### config.mk
export PLATFORM = sky130hd
export DESIGN_NAME = gate_bank_bist
export DESIGN_NICKNAME = d
export VERILOG_FILES = /design/src/rtl/gate_bank_bist.sv
export SDC_FILE = /design/constraint.sdc
export NUM_CORES = 1
export LEC_CHECK = 0
export ABC_AREA = 1
export ABC_CLOCK_PERIOD_IN_PS = 1600
export BUFFER_PORTS_ARGS = -buffer_cell sky130_fd_sc_hd__buf_2
export CAP_MARGIN = 20
export CORE_UTILIZATION = 49
export DETAILED_ROUTE_END_ITERATION = 16
export PLACE_DENSITY = 0.78
export REMOVE_ABC_BUFFERS = 1
export SLEW_MARGIN = 20
export SYNTH_ARGS = -nofsm -noshare
export SYNTH_HDL_FRONTEND = slang
export SYNTH_SLANG_ARGS = --single-unit
### constraint.sdc
create_clock -name i_clk -period 1.6 [get_ports i_clk]
set_clock_uncertainty 0.05 [all_clocks]
set_input_delay 0.32 -clock i_clk [delete_from_list [all_inputs] [get_ports i_clk]]
set_output_delay 0.32 -clock i_clk [all_outputs]
set_load 0.02 [all_outputs]
### src/rtl/gate_bank_bist.sv
// Bank of CHANNELS registered two-input gates (AND/NAND/OR/XOR) with an exhaustive
// truth-table self-test sequencer. Optional stuck-at-0 fault injection: GATE_BANK_FAULT_INJ_EN.
module gate_bank_bist #(
   parameter int CHANNELS  = 4,
   parameter int FAIL_CH_W = (CHANNELS > 1) ? $clog2(CHANNELS) : 1
) (
   input  logic                  i_clk,
   input  logic                  i_rst,
   input  logic [CHANNELS-1:0]   i_a,
   input  logic [CHANNELS-1:0]   i_b,
   input  logic [1:0]            i_mode,
   output logic [CHANNELS-1:0]   o_y,
   input  logic                  i_bist_start,
   output logic                  o_bist_busy,
   output logic                  o_bist_done,
   output logic                  o_bist_pass,
   output logic [FAIL_CH_W-1:0]  o_bist_fail_ch,
   output logic [1:0]            o_bist_fail_vec
`ifdef GATE_BANK_FAULT_INJ_EN
   ,
   input  logic                  i_fault_en,
   input  logic [FAIL_CH_W-1:0]  i_fault_ch
`endif
);

   typedef enum logic [1:0] {
      ST_IDLE  = 2'd0,
      ST_APPLY = 2'd1,
      ST_CHECK = 2'd2,
      ST_DONE  = 2'd3
   } state_t;

   localparam logic [FAIL_CH_W-1:0] LAST_CH = FAIL_CH_W'(CHANNELS - 1);

   state_t                r_state, w_state_next;
   logic [1:0]            r_test_mode, w_test_mode_next;
   logic [FAIL_CH_W-1:0]  r_ch, w_ch_next;
   logic [1:0]            r_vec, w_vec_next;
   logic                  r_pass, w_pass_next;
   logic [FAIL_CH_W-1:0]  r_fail_ch, w_fail_ch_next;
   logic [1:0]            r_fail_vec, w_fail_vec_next;
   logic [CHANNELS-1:0]   r_y, w_y_next;

   logic [CHANNELS-1:0]   w_a_sel, w_b_sel, w_gate, w_fault_mask;
   logic [1:0]            w_mode_sel;
   logic                  w_vec_a, w_vec_b;
   logic                  w_expect, w_observed;

   function automatic logic gate_f(input logic [1:0] mode, input logic a, input logic b);
      case (mode)
         2'd0:    return a & b;
         2'd1:    return ~(a & b);
         2'd2:    return a | b;
         default: return a ^ b;
      endcase
   endfunction

   // Vector order (1,1),(0,1),(1,0),(0,0) is simply the inverted vector index bits.
   assign w_vec_a    = ~r_vec[0];
   assign w_vec_b    = ~r_vec[1];
   assign w_mode_sel = (r_state == ST_IDLE) ? i_mode : r_test_mode;

   genvar gi;
   generate
      for (gi = 0; gi < CHANNELS; gi++) begin : g_chan
         assign w_a_sel[gi] = (r_state == ST_APPLY) ? w_vec_a : i_a[gi];
         assign w_b_sel[gi] = (r_state == ST_APPLY) ? w_vec_b : i_b[gi];
         assign w_gate[gi]  = gate_f(w_mode_sel, w_a_sel[gi], w_b_sel[gi]);
      end
   endgenerate

`ifdef GATE_BANK_FAULT_INJ_EN
   generate
      for (gi = 0; gi < CHANNELS; gi++) begin : g_fault
         assign w_fault_mask[gi] = i_fault_en && (i_fault_ch == FAIL_CH_W'(gi));
      end
   endgenerate
`else
   assign w_fault_mask = '0;
`endif

   assign w_expect   = gate_f(r_test_mode, w_vec_a, w_vec_b);
   assign w_observed = r_y[r_ch];

   always_comb begin
      w_state_next     = r_state;
      w_test_mode_next = r_test_mode;
      w_ch_next        = r_ch;
      w_vec_next       = r_vec;
      w_pass_next      = r_pass;
      w_fail_ch_next   = r_fail_ch;
      w_fail_vec_next  = r_fail_vec;
      w_y_next         = r_y;

      case (r_state)
         ST_IDLE: begin
            w_y_next = w_gate;
            if (i_bist_start) begin
               w_test_mode_next = i_mode;
               w_ch_next        = '0;
               w_vec_next       = 2'd0;
               w_pass_next      = 1'b0;
               w_fail_ch_next   = '0;
               w_fail_vec_next  = 2'd0;
               w_state_next     = ST_APPLY;
            end
         end
         ST_APPLY: begin
            w_y_next     = w_gate;
            w_state_next = ST_CHECK;
         end
         ST_CHECK: begin
            // Y holds the applied vector here; only the selected channel is judged.
            if (w_observed != w_expect) begin
               w_fail_ch_next  = r_ch;
               w_fail_vec_next = r_vec;
               w_pass_next     = 1'b0;
               w_state_next    = ST_DONE;
            end else if (r_vec != 2'd3) begin
               w_vec_next   = r_vec + 2'd1;
               w_state_next = ST_APPLY;
            end else if (r_ch != LAST_CH) begin
               w_ch_next    = r_ch + 1'b1;
               w_vec_next   = 2'd0;
               w_state_next = ST_APPLY;
            end else begin
               w_pass_next  = 1'b1;
               w_state_next = ST_DONE;
            end
         end
         default: begin
            w_state_next = ST_IDLE;
         end
      endcase
   end

   always_ff @(posedge i_clk) begin
      if (i_rst) begin
         r_state     <= ST_IDLE;
         r_test_mode <= 2'd0;
         r_ch        <= '0;
         r_vec       <= 2'd0;
         r_pass      <= 1'b0;
         r_fail_ch   <= '0;
         r_fail_vec  <= 2'd0;
         r_y         <= '0;
      end else begin
         r_state     <= w_state_next;
         r_test_mode <= w_test_mode_next;
         r_ch        <= w_ch_next;
         r_vec       <= w_vec_next;
         r_pass      <= w_pass_next;
         r_fail_ch   <= w_fail_ch_next;
         r_fail_vec  <= w_fail_vec_next;
         r_y         <= w_y_next & ~w_fault_mask;
      end
   end

   assign o_y             = r_y;
   assign o_bist_busy     = (r_state == ST_APPLY) || (r_state == ST_CHECK);
   assign o_bist_done     = (r_state == ST_DONE);
   assign o_bist_pass     = r_pass;
   assign o_bist_fail_ch  = r_fail_ch;
   assign o_bist_fail_vec = r_fail_vec;

endmodule

# == Word level (Yosys, flattened, before mapping) ==
# Index checks and enable logic that the tools add are counted.
# classes
mul,0
shift,0
mux,39
n_eq_ne,18
n_lt_le_gt_ge,1
n_reduce_logical,11
n_bitwise,22
n_addsub,2
div_mod_pow,0
# op_table
operator,count
$mux 2,14
$pmux 2 s2,4
$pmux 1 s3,5
$ne 2x2->1 const B,7
$mux 1,13
$ne 3x3->1 const B,3
$eq 2x2->1 const B,4
$reduce_and 4->1,2
$not 1->1,7
$eq 2x1->1 const B,3
$logic_not 2->1,3
$pmux 2 s3,1
$and 1x1->1,5
$or 1x1->1,5
$reduce_and 5->1,1
$xor 1x1->1,5
$add 2x1->2 const B,2
$lt 2x3->1 const B,1
$reduce_and 3->1,1
$bmux 1 s2,1
$pmux 1 s2,1
$reduce_and 2->1,1
$reduce_bool 2->1,1
$reduce_or 2->1,1
other kinds (2),2
# word_totals
latch_bits,0
romBits,0
n_memories,0
mem_bits_rw,0
ff_bits,17

# == Longest topological paths before layout ==
# depth
depth_word,7
depth_mapped,14
depth_no_buf,14

# == Worst setup path after synthesis ==
# No wires, ideal clock.
# synth_path
path_type,register -> register
start,register r_state[1]
end,"register r_y[0], in the netlist o_y[0]"
synth_period_minus_slack_ns,1.716
stages_incl_launch_ff,11
path_slack_ns,-0.116
setup_time_ns,0.129
arrival_ns,1.537
path_buffers,1
cell_sequence,dfxtp_1 -> inv_1 -> ha_1 -> clkbuf_1 -> o21ai_0 -> inv_1 -> ha_1 -> nor2_1 -> nand2_1 -> o21ai_0 -> a31oi_1
# synth_via
elab_chain_cells,5
word_cells_on_any_way,14
# synth_rtl
element,line,rtl
start: declaration,35,"state_t r_state, w_state_next;"
start signal: assignment,148,r_state <= w_state_next;
$eq 2x1->1,"66, 67, 95",
$mux 1 (on tied branches),"66, 67",
$and 1x1->1,"51, 52",
$not 1->1,52,2'd1: return ~(a & b);
$pmux 1 s3,50,case (mode)
end signal: assignment,155,r_y <= w_y_next & ~w_fault_mask;
end: declaration,42,"logic [CHANNELS-1:0] r_y, w_y_next;"
# Several ways; a longest one is shown, not always the timed one.
# A chain may end at the register's enable or synchronous reset.

# == Worst setup path after layout ==
# layout_path
start,register r_vec[1]
end,"register r_pass, in the netlist o_bist_pass"
# layout_via
elab_chain_cells,7
word_cells_on_any_way,13
# layout_rtl
element,line,rtl
start: declaration,38,"logic [1:0] r_vec, w_vec_next;"
start signal: assignment,151,r_vec <= w_vec_next;
$not 1->1,60,assign w_vec_b = ~r_vec[1];
$and 1x1->1,"51, 52",
$not 1->1,52,
$pmux 1 s3,50,
$ne 1x1->1,114,if (w_observed != w_expect) begin
$ne 3x3->1 (no line) or $mux 1 (tied branches),--,
$reduce_and 4->1 (no line) or $pmux 1 s2 (tied branches),--,
end signal: assignment,152,r_pass <= w_pass_next;
end: declaration,39,"logic r_pass, w_pass_next;"
# Several ways; a longest one is shown, not always the timed one.

==> metrics.md <==
| Metric | Value |
|---|---|
| Crit path capture type | flop |
| Sequential Power Share | 24.0% |
| Synth Area per Inst | 6.570 µm² |
| Worst IR Drop VDD | a little over 0.0009 V |
| DR WL/cell | roughly 16 µm |
| Largest family of logic cells by synthesized area | simple AND/OR/NAND/NOR gates |
| Post-Place Cells | ~260 |
| Final Non-Filler Cells | 277 |
| Top cell by count, worst path | nand2_2 |
| Die ar. | 2823 µm² |
| Worst slew pin tran | 301.2 ps |
| Status | complete, but fails checks |
| Max FO, Critical Path | 4 |
| Post-synthesis instance total | 195 |
| Synth Area in Simple Gates | between 20% and 30% |
| Leading post-synthesis cells by cell area | dfxtp_1, ha_1, nand2_1 |
| Clock Tree Buf Depth | 2 |
| Combinational power share | 66.0% |
| Crit-path leading delay family | simple AND/OR/NAND/NOR gates |
| Violated checks | negative setup slack |
| Clock root cell | clkbuf_4 |
| Multi-input gate area | between 1000 and 1500 µm² |
| Overflow after GRT | 0 |
| Post-synthesis cell type count | 18 |
| Sw power | 1.183 mW |
| Yosys reg bits | 17 |
| Max-slew violations | 0 |
| Ports | 24 |
| Worst slew margin | 79.85% |
| Pre-Repair DR Iteration Count | 4 |
| Cell leakage power | 0.9458 nW |
| Pre-CTS setup slack | -132.0 ps |
| Int Pwr | between 1 and 1.5 mW |
| Drt initial violations | a little under 60 |
| Final #Nets | between 200 and 300 |
| Post-synth top area cell | dfxtp_1 |
| Crit path depth | 12 |
| Core ar. | 2477 µm² |
| Inserted Clock Buffers | 3 |
| Pin count of the biggest net entering global routing | 14 |
| GRT Util Overall | 25.67% |
| RSZ-0062 raised after global routing | yes |
| Mux cell area share after synthesis | 0% |
| Skew-Pair Late Insertion Delay | a little over 300 ps |
| Initial core utilization | 51.72% |
| Layout cells sized above 1 | 49.39% |
| DRC viols | 0 |
| Worst reg2reg path depth | 12 |
| First-pass GRT wire length | ~5300 µm |
| Layout filler cell count | 159 |
| CP startpoint kind | flop |
| Final Cycle Share | 110.2% |
| Fmax | 567.1 MHz |
| Num rows | 18 |
| Die W | 53.14 µm |
| Final wirelength | 4415 µm |
| Adder-Cell Fraction of Synth Area | 15.63% |
| Via Count | 1,541 |
| Clock slew seen by the registers of the worst setup and hold paths | about 110 ps |
| Final setup viols | 11 |
| ANT nets after route | 0 |
| Hold Crit Depth | 2 |
| Clk sink count | 17 |
| Hold Fails Final Rpt | 0 |
| Top cell type's share of synthesized area | 26.56% |
| H-tree levels | 1 |
| Initial antenna violation count | 0 |
| Total of max-cap violations | 0 |
| CTS tree | done |
| Tmin final | around 1800 ps |
| Layout area overhead | 52.34% |
| Vias per cell | 5.563 |
| Compound-Gate Fraction of Synth Area | 17.58% |
| Post-synthesis sequential area ratio | 26.56% |
| Slowest stage delay, CP | ~380 ps |
| Power Density | 1267 nW/µm² |
| DP HPWL | 2207 µm |
| Synth Cell Area | between 1000 and 1500 µm² |
| Antenna cell count | 0 |
| Worst Setup Slack, final | -163.5 ps |
| IO buf count | 23 |
| Die height | between 50 and 60 µm |
| Crit-path cells | inv_2 -> ha_4 -> inv_2 -> nand2_2 -> nand2_2 -> nand2_2 -> nand2_1 -> nand2_2 -> nand3_2 -> nand2_2 -> nand2_1 -> nor2_1 |
| Crit-path slowest cell | dfxtp_2 |
| Min-delay worst type | primary input to flop |
| Vias in the first global route | ~1,300 |
| Sw Ratio | 47.82% |
| Ys Warns | 0 |
| RePlAce Congestion | 0.8298 |
| WP buf/inv | 2 |
| Crit path DAT | approximately 2000 ps |
| Worst Path Required | 1790 ps |
| Power share of the clock group | about a tenth |
| Critical path class | flop to flop |
| Synth Area in XOR/XNOR | 0% |
| Sequential Area | about 350 µm² |
## sequential cells by signal (all words and copies together), names as in the netlist
signal / cells
o_bist_fail_vec: 2
r_test_mode: 2
r_ch: 2
o_bist_fail_ch: 2
r_state: 2
o_bist_pass: 1
o_y: 4
r_vec: 2
## what timing repair did
item | CTS | global route
setup buffers | 2 | 6
hold endpoints to repair | 0 | 0
setup endpoints to repair | 15 | 15
cloned | 1 | 0
pin swaps | 8 | 26
resized for setup | 30 | 63
hold buffers | 0 | 0
## final timing paths
path	from	end	slack (ps)
worst min register to register	o_bist_fail_ch[0]$_SDFFE_PP0P_	o_bist_fail_ch[0]$_SDFFE_PP0P_	440
worst min-delay path	i_rst	r_state[0]$_SDFFE_PP0P_	130
worst max register to register	r_vec[1]$_SDFFE_PP0P_	o_bist_pass$_SDFFE_PP0P_	-160
worst max-delay path	r_vec[1]$_SDFFE_PP0P_	o_bist_pass$_SDFFE_PP0P_	-160
## cells in the mapped netlist
library cell / n
or2_2: 1
o21ai_0: 22
o21ai_2: 1
buf_6: 1
nand3_1: 19
a31oi_1: 5
inv_1: 32
clkbuf_1: 3
ha_1: 16
clkbuf_8: 1
a21oi_1: 11
nand2_2: 5
nand2_1: 40
nor2_1: 14
nand3_2: 2
o21ai_1: 4
dfxtp_1: 17
inv_2: 1
## layout make-up
| cell class | instances | area share (%) |
|---|---|---|
| clock buffer | 3 | 1.154 |
| clock inverter | 1 | 0.2564 |
| inverter | 33 | 6.603 |
| multi-input combinational | 141 | 53.78 |
| sequential | 17 | 17.69 |
| tap | 30 | 1.923 |
| timing repair buffer | 52 | 18.59 |
## power by group through the flow
stage / sequential [mW] / clock, mW / combinational [mW]
floorplan: 0.627 / 0 / 0.641
global placement: 0.583 / 0 / 1.05
CTS: 0.583 / 0.245 / 1.22
detailed placement: 0.583 / 0 / 1.06
global route: 0.602 / 0.266 / 1.76
finish: 0.592 / 0.250 / 1.63
## placed cells by master, fill, tap and decap left out, types with 2 or more instances in the layout
cell,Yosys,layout
nor2_1,14,10
inv_2,1,9
nor2_4,0,2
buf_2,0,22
buf_6,1,4
dfxtp_1,17,13
nand2_1,40,34
ha_4,0,4
nor2_2,0,2
inv_1,32,22
nand3_1,19,14
buf_4,0,25
a21oi_1,11,6
o21ai_1,4,6
a31oi_1,5,4
ha_2,0,6
dfxtp_2,0,4
ha_1,16,6
nand3_2,2,6
a21oi_2,0,5
o21ai_4,0,7
clkbuf_4,0,3
o21ai_2,1,4
o21ai_0,22,10
inv_4,0,2
nand2_4,0,3
nand2_2,5,9
## metal layers
layer,GRT usage (%),vias up,share of wire (%)
met1,33.62,743,45
met3,2.874,9,3.6
met5,0,-,0
li1,-,736,-
met2,43.04,53,49
met4,8.772,0,2.2
## cells by family after synthesis
group	after synthesis
AOI/OAI and AO/OA	43
adders and majority gates	16
buffers and inverters	38
DFF	17
and+or+nand+nor	81
## per-stage QoR
step	power, mW	area, µm²	setup TNS [ps]	util, %	hold WS, ps
4_1_cts	2.051	1698	0	68.54	119.5
5_1_grt	2.628	1952	-1669	78.79	126.1
2_1_floorplan	1.269	1245	-462.5	-	339.1
3_3_place_gp	1.631	1555	-402.8	62.78	409.3
6_report	2.474	1952	-845.8	78.79	132.8
3_5_place_dp	1.643	1555	-784.8	62.78	414.4
(Power assumes the default switching activity.)
